--- src/rtl/serial_add_ctrl_pkg.sv ---
// Shared definitions for the bit-serial adder sequencer: FSM state encodings.
package serial_add_ctrl_pkg;

    typedef enum logic [1:0] {
        ST_IDLE = 2'd0,
        ST_RUN  = 2'd1,
        ST_DONE = 2'd2
    } state_e;

endpackage

--- src/rtl/serial_add_ctrl_fa.sv ---
// One-bit full-adder cell built from two half adders and an OR of their carries.
module half_adder (
    input  logic a,
    input  logic b,
    output logic s,
    output logic c
);
    assign s = a ^ b;
    assign c = a & b;
endmodule

module full_adder_bit (
    input  logic a,
    input  logic b,
    input  logic ci,
    output logic s,
    output logic co
);
    logic s0, c0, c1;

    half_adder u_ha0 (.a(a),  .b(b),  .s(s0), .c(c0));
    half_adder u_ha1 (.a(s0), .b(ci), .s(s),  .c(c1));

    assign co = c0 | c1;
endmodule

--- src/rtl/serial_add_ctrl.sv ---
// Bit-serial adder sequencer: one full-adder cell reused LSB first over WIDTH cycles.
module serial_add_ctrl
    import serial_add_ctrl_pkg::*;
#(
    parameter int WIDTH = 8
) (
    input  logic             clk,
    input  logic             rst_n,
    input  logic             start,
    input  logic [WIDTH-1:0] a_in,
    input  logic [WIDTH-1:0] b_in,
    input  logic             cin,
    output logic             busy,
    output logic             done,
    output logic [WIDTH-1:0] sum,
    output logic             cout
);
    localparam int CNT_W = $clog2(WIDTH) + 1;
    localparam logic [CNT_W-1:0] CNT_LAST = CNT_W'(WIDTH - 1);

    state_e           state_q, state_d;
    logic [WIDTH-1:0] a_sr_q, a_sr_d;
    logic [WIDTH-1:0] b_sr_q, b_sr_d;
    logic             c_reg_q, c_reg_d;
    logic [CNT_W-1:0] cnt_q, cnt_d;
    logic [WIDTH-1:0] acc_q, acc_d;
    logic [WIDTH-1:0] sum_q, sum_d;
    logic             cout_q, cout_d;
    logic             busy_q, busy_d;
    logic             done_q, done_d;

    logic             fa_s, fa_co;
    logic [WIDTH-1:0] acc_next;

    full_adder_bit u_fa (
        .a  (a_sr_q[0]),
        .b  (b_sr_q[0]),
        .ci (c_reg_q),
        .s  (fa_s),
        .co (fa_co)
    );

    // New sum bit enters at the MSB; the shift form also covers WIDTH=1.
    assign acc_next = (acc_q >> 1) | (WIDTH'(fa_s) << (WIDTH - 1));

    always_comb begin
        state_d = state_q;
        a_sr_d  = a_sr_q;
        b_sr_d  = b_sr_q;
        c_reg_d = c_reg_q;
        cnt_d   = cnt_q;
        acc_d   = acc_q;
        sum_d   = sum_q;
        cout_d  = cout_q;
        busy_d  = busy_q;
        done_d  = 1'b0;
        case (state_q)
            ST_IDLE: begin
                busy_d = 1'b0;
                if (start) begin
                    a_sr_d  = a_in;
                    b_sr_d  = b_in;
                    c_reg_d = cin;
                    cnt_d   = '0;
                    acc_d   = '0;
                    busy_d  = 1'b1;
                    state_d = ST_RUN;
                end
            end
            ST_RUN: begin
                c_reg_d = fa_co;
                acc_d   = acc_next;
                a_sr_d  = a_sr_q >> 1;
                b_sr_d  = b_sr_q >> 1;
                cnt_d   = cnt_q + CNT_W'(1);
                if (cnt_q == CNT_LAST) begin
                    sum_d   = acc_next;
                    cout_d  = fa_co;
                    done_d  = 1'b1;
                    state_d = ST_DONE;
                end
            end
            ST_DONE: begin
                busy_d  = 1'b0;
                state_d = ST_IDLE;
            end
            default: begin
                busy_d  = 1'b0;
                state_d = ST_IDLE;
            end
        endcase
    end

    always_ff @(posedge clk) begin
        if (!rst_n) begin
            state_q <= ST_IDLE;
            a_sr_q  <= '0;
            b_sr_q  <= '0;
            c_reg_q <= 1'b0;
            cnt_q   <= '0;
            acc_q   <= '0;
            sum_q   <= '0;
            cout_q  <= 1'b0;
            busy_q  <= 1'b0;
            done_q  <= 1'b0;
        end else begin
            state_q <= state_d;
            a_sr_q  <= a_sr_d;
            b_sr_q  <= b_sr_d;
            c_reg_q <= c_reg_d;
            cnt_q   <= cnt_d;
            acc_q   <= acc_d;
            sum_q   <= sum_d;
            cout_q  <= cout_d;
            busy_q  <= busy_d;
            done_q  <= done_d;
        end
    end

    assign busy = busy_q;
    assign done = done_q;
    assign sum  = sum_q;
    assign cout = cout_q;

endmodule

--- config.mk ---
export PLATFORM = sky130hd
export DESIGN_NAME = serial_add_ctrl
export DESIGN_NICKNAME = d
export VERILOG_FILES = /design/src/rtl/serial_add_ctrl_pkg.sv /design/src/rtl/serial_add_ctrl_fa.sv /design/src/rtl/serial_add_ctrl.sv
export SDC_FILE = /design/constraint.sdc
export NUM_CORES = 1
export LEC_CHECK = 0
export CAP_MARGIN = 20
export CORE_ASPECT_RATIO = 1.1
export CORE_MARGIN = 3
export CORE_UTILIZATION = 35
export CTS_CLUSTER_SIZE = 20
export DETAILED_ROUTE_END_ITERATION = 7
export GPL_TIMING_DRIVEN = 0
export MAX_ROUTING_LAYER = met4
export PLACE_DENSITY_LB_ADDON = 0.08
export SYNTH_ARGS = -nofsm -noshare
export SYNTH_HDL_FRONTEND = slang
export SYNTH_SLANG_ARGS = --single-unit
export TNS_END_PERCENT = 10
--- constraint.sdc ---
create_clock -name clk -period 1.8 [get_ports clk]
set_clock_uncertainty 0.2 [all_clocks]
set_input_delay 0.36 -clock clk [delete_from_list [all_inputs] [get_ports clk]]
set_output_delay 0.36 -clock clk [all_outputs]
set_load 0.01 [all_outputs]
## Word level (Yosys, flattened, before mapping)

Cells that the tools add are included.

| operators by class | value |
|---|---|
| add/subtract/negate cells | 1 |
| $mul | 0 |
| divide/modulo/power cells | 0 |
| $lt $le $gt $ge | 0 |
| eq/ne operators | 4 |
| shift operators | 0 |
| muxes and demuxes | 16 |
| bitwise gates (word level) | 6 |
| reductions and logical operators | 6 |

Operator list:

| operator | number |
|---|---|
| case mux 8 bit (2 select lines) | 3 |
| 2-to-1 mux 8 bit | 3 |
| bitwise OR 7 x 8 -> 8 bit | 1 |
| case mux 4 bit (2 select lines) | 1 |
| AND reduction 2 bit | 4 |
| adder 4 x 1 -> 4 bit (second input constant) | 1 |
| == test 4 x 3 -> 1 bit (second input constant) | 1 |
| 2-to-1 mux 2 bit | 2 |
| 2-to-1 mux 4 bit | 1 |
| != test 2 bit (second input constant) | 2 |
| case mux 1 bit (2 select lines) | 2 |
| case mux 2 bit (2 select lines) | 1 |
| 2-to-1 mux 1 bit | 3 |
| bitwise AND 1 bit | 2 |
| == test 2 x 1 -> 1 bit (second input constant) | 1 |
| logical NOT 2 bit | 1 |
| nonzero test 2 bit | 1 |
| bitwise XOR 1 bit | 2 |
| bitwise OR 1 bit | 1 |

| word-level totals | value |
|---|---|
| flip-flop bits (word level) | 42 |
| bits in latches | 0 |
| bits in writable memories | 0 |
| memory bits (read-only) | 0 |
| bits of input ports | 20 |
| output and inout port bits | 11 |
| memories kept | 0 |

## Longest topological paths before layout

| logic depth | value |
|---|---|
| depth after elaboration | 4 |
| gate-level depth with buffers | 6 |
| depth with buffers taken out | 4 |

## Modules after synthesis

From an unflattened synthesis, not the netlist that was laid out.

| second synthesis, totals | value |
|---|---|
| cells, all modules | 193 |
| area total of the unflattened synthesis | 1692.9 µm² |

By module, submodules not included:

| module | times used | cells each | area each (µm²) | seq. area each (µm²) |
|---|---|---|---|---|
| serial_add_ctrl | 1 | 190 | 1661.6 | 820.8 |
| half_adder | 2 | 1 | 12.5 | 0.0 |
| full_adder_bit | 1 | 1 | 6.3 | 0.0 |

## Least setup slack after synthesis

OpenSTA, ideal clock, no wires.

| path | value |
|---|---|
| kind | flip-flop to flip-flop |
| start | reg cnt_q[0] |
| end | reg cout_q (netlist: cout) |
| library setup time | 0.072 ns |
| arrival time | 1.214 ns |
| slack | 0.314 ns |
| cell stages (with the launch flop) | 5 |
| path buffers | 0 |
| clock period less this slack | 1.486 ns |
| path through | dfxtp_1 ha_1 nand4b_1 nor2_4 mux2i_1 |

| on the way | value |
|---|---|
| word-level cells in the longest chain between the ends | 2 |

Ends and longest elaborated chain:

| what | line | source |
|---|---|---|
| start, declared | serial_add_ctrl.sv:25 | `logic [CNT_W-1:0] cnt_q, cnt_d;` |
| start signal, assigned | serial_add_ctrl.sv:111 | `cnt_q <= cnt_d;` |
| == test 4 x 3 -> 1 bit | serial_add_ctrl.sv:76 | `if (cnt_q == CNT_LAST) begin` |
| AND reduction 2 bit (no line) | -- |  |
| end signal, assigned | serial_add_ctrl.sv:114 | `cout_q <= cout_d;` |
| end, declared | serial_add_ctrl.sv:28 | `logic cout_q, cout_d;` |

No other way between the ends.
A chain may end at the register's enable or synchronous reset.

## Worst setup path in the final report

| path | value |
|---|---|
| start | reg sum_q[1] (netlist: sum[1]) |
| end | out sum[1] |

RTL lines:

| what | line | source |
|---|---|---|
| start, declared | serial_add_ctrl.sv:27 | `logic [WIDTH-1:0] sum_q, sum_d;` |
| start signal, assigned | serial_add_ctrl.sv:113 | `sum_q <= sum_d;` |
| end, declared | serial_add_ctrl.sv:15 | `output logic [WIDTH-1:0] sum,` |

No word-level cell between the ends.

==> metrics.cfg <==
[global_route]
overflow = 0
antenna_found_initial = 0
grt_max_degree = 12
track_usage = 0.146
grt_pass1_vias = 1402
grt_pass1_wl_mm = 6.37

[critical_path]
crit_buf_inv = 1
cp.required_ns = 1.24
endpoint_kind = output pin
arrival_ns = 1.16
cp_top_family = buffers and inverters
cp_num_cells = 1
path_cells = clkdlybuf4s50_1
worstSetupPathType = reg -> out
rr_worst_depth = 5
crit_path_max_incr_delay_ns = 0.53
cp_max_fo = 2
cp-start-kind = register
cp_slowest_cell = clkdlybuf4s50_1

[routing]
drt_first_pass_iters = 4
routed_via_density = 5.19
drt-wirelength-per-cell_um = 13.3
wl_mm = 3.74
drtIter0Drc = 92
vias = 1457
ant_nets = 0
drc = 0

[floorplanning]
die_x_um = 72.0
io_pins = 31
rows = 25
dieArea_sq_um = 5650
die_h_um = 78.6
coreArea_sq_um = 4440
initial_core_util = 0.377

[cts]
post_cts_buffers = 0
cts_max_level = 2
cts_buffers = 5
clk_pin_slew_ns = 0.07
post_cts_resized = 0
cts_tree = yes
clock-sinks = 41
cts_hold_buf = 0
clk_latency_ns = 0.29
clockBufferDepth = 2
cts_root_buf = clkbuf_8

[pwr]
total_power_mw = 1.78
vdd_drop_max_v = 0.000399
powerDensity_nw_per_um2 = 831
power.leakage_nw = 0.794

[finish]
drive_gt1_frac = 0.0925
final-seq-area_sq_um = 821
insertedDiodeCount = 0
fin_nets = 249
multiInputGateArea_sq_um = 752
area_delta_synth_final_pct = 27.7
nFillCells = 440
post-route-util = 0.482

[yosys]
synth_nets = 212
yosysWarnings = 0
avgSynthCellArea_sq_um = 8.82
ys_types = 28
ys_seq_area_frac = 0.490
async_flop_share = 0
syn_inst = 190
ys_ff_latch = 41
synth_flop_cell = dfxtp_1
netlist_area_sq_um = 1680
synth_edf_count = 0

[placement]
gp_congestion = 0.766
portBuffers = 29
dp_hpwl_mm = 2.64

[sta]
worst_slew_margin_rel = 0.710
max_freq_mhz = 582
min_period_ns = 1.72
fin_worst_hold_slack_ns = 0.260
setup_viol = 0
worst_pin_slew_ns = 0.435
fin_crit_sh = 0.955
drv_slew = 0
rsz0062_at_grt = no
hold_violations = 0

[run_status]
status = finished, final reports clean

[min_path]
hold_depth = 2
worst_hold_path_type = reg -> reg

[run]
drv_cap = 0

## layer usage
layer | track usage | wire length (um) | vias up
met1 | 0.184 | 1820 | 683
met2 | 0.227 | 1690 | 39
li1 | - | - | 730
met3 | 0.0384 | 183 | 5
met4 | 0.0451 | 50 | 0
met5 | - | 0 | -
## synth_stat cells (3+ instances only)
cell type | n | area (sq um)
buf_2 | 4 | 20.0
dfxtp_1 | 41 | 821
nor3_1 | 3 | 15.0
o21ai_0 | 15 | 75.1
clkbuf_1 | 5 | 18.8
nand2_1 | 35 | 131
nor2_1 | 13 | 48.8
buf_6 | 4 | 45.0
a22oi_1 | 10 | 75.1
a21oi_1 | 29 | 145
mux2i_1 | 10 | 100
## cell usage in the layout, fill, tap and decap left out, drive strengths merged
master         count
a211oi             1
a21oi             29
a22oi             10
a31oi              2
buf               11
clkbuf            12
clkdlybuf4s50     29
dfxtp             41
fa                 1
ha                 1
inv                1
mux2i             10
nand2             35
nand2b             2
nand3              2
nand4b             1
nor2              14
nor2b              1
nor3               3
nor3b              2
o211a              1
o21ai             15
o21ba              1
o21bai             1
or3                1
## layout make-up
type / instances / area share
sequential: 41 / 0.384
multi-input combinational: 133 / 0.351
timing repair buffer: 30 / 0.145
buffer: 15 / 0.0462
clock buffer: 7 / 0.0404
tap: 54 / 0.0316
inverter: 1 / 0.00175
## metrics by stage
step | instances | setup slack, ns | TNS [ns] | instance area (sq um)
detailed placement | 273 | -0.201 | -2.75 | 2030
global placement | 273 | -0.144 | -2.17 | 2030
finish | 281 | 0.0813 | 0 | 2140
global route | 281 | 0.0131 | 0 | 2140
floorplan | 190 | 0.314 | 0 | 1680
CTS | 280 | 0.0445 | 0 | 2120
## power by group
part	leakage, nW	switching (mW)	internal (mW)
sequential	0.335	0.0230	0.947
clock	0.0443	0.292	0.304
combinational	0.414	0.112	0.101
total	0.794	0.427	1.35
## sequential cells by signal (all words and copies together) (netlist names)
signal and count:
b_sr_q 8, acc_q 7, sum 8, busy 1, a_sr_q 8, c_reg_q 1, cnt_q 4, done 1
state_q 2, cout 1
## worst paths after layout
kind,end,slack (ns),from
worst min register to register,sum[3]$_SDFFE_PN0P_,0.26,sum[3]$_SDFFE_PN0P_
worst min-delay path,sum[3]$_SDFFE_PN0P_,0.26,sum[3]$_SDFFE_PN0P_
worst max-delay path,sum[1],0.08,sum[1]$_SDFFE_PN0P_
worst max register to register,sum[6]$_SDFFE_PN0P_,0.14,cnt_q[0]$_SDFFE_PN0P_
## cell families after synthesis
kind of cell | Yosys count | synth area share
buffers and inverters | 16 | 0.0612
adders and majority gates | 2 | 0.0194
and+or+nand+nor | 61 | 0.163
DFF | 41 | 0.490
AOI/OAI and AO/OA | 60 | 0.207
muxes | 10 | 0.0597
(Power assumes the default switching activity.)
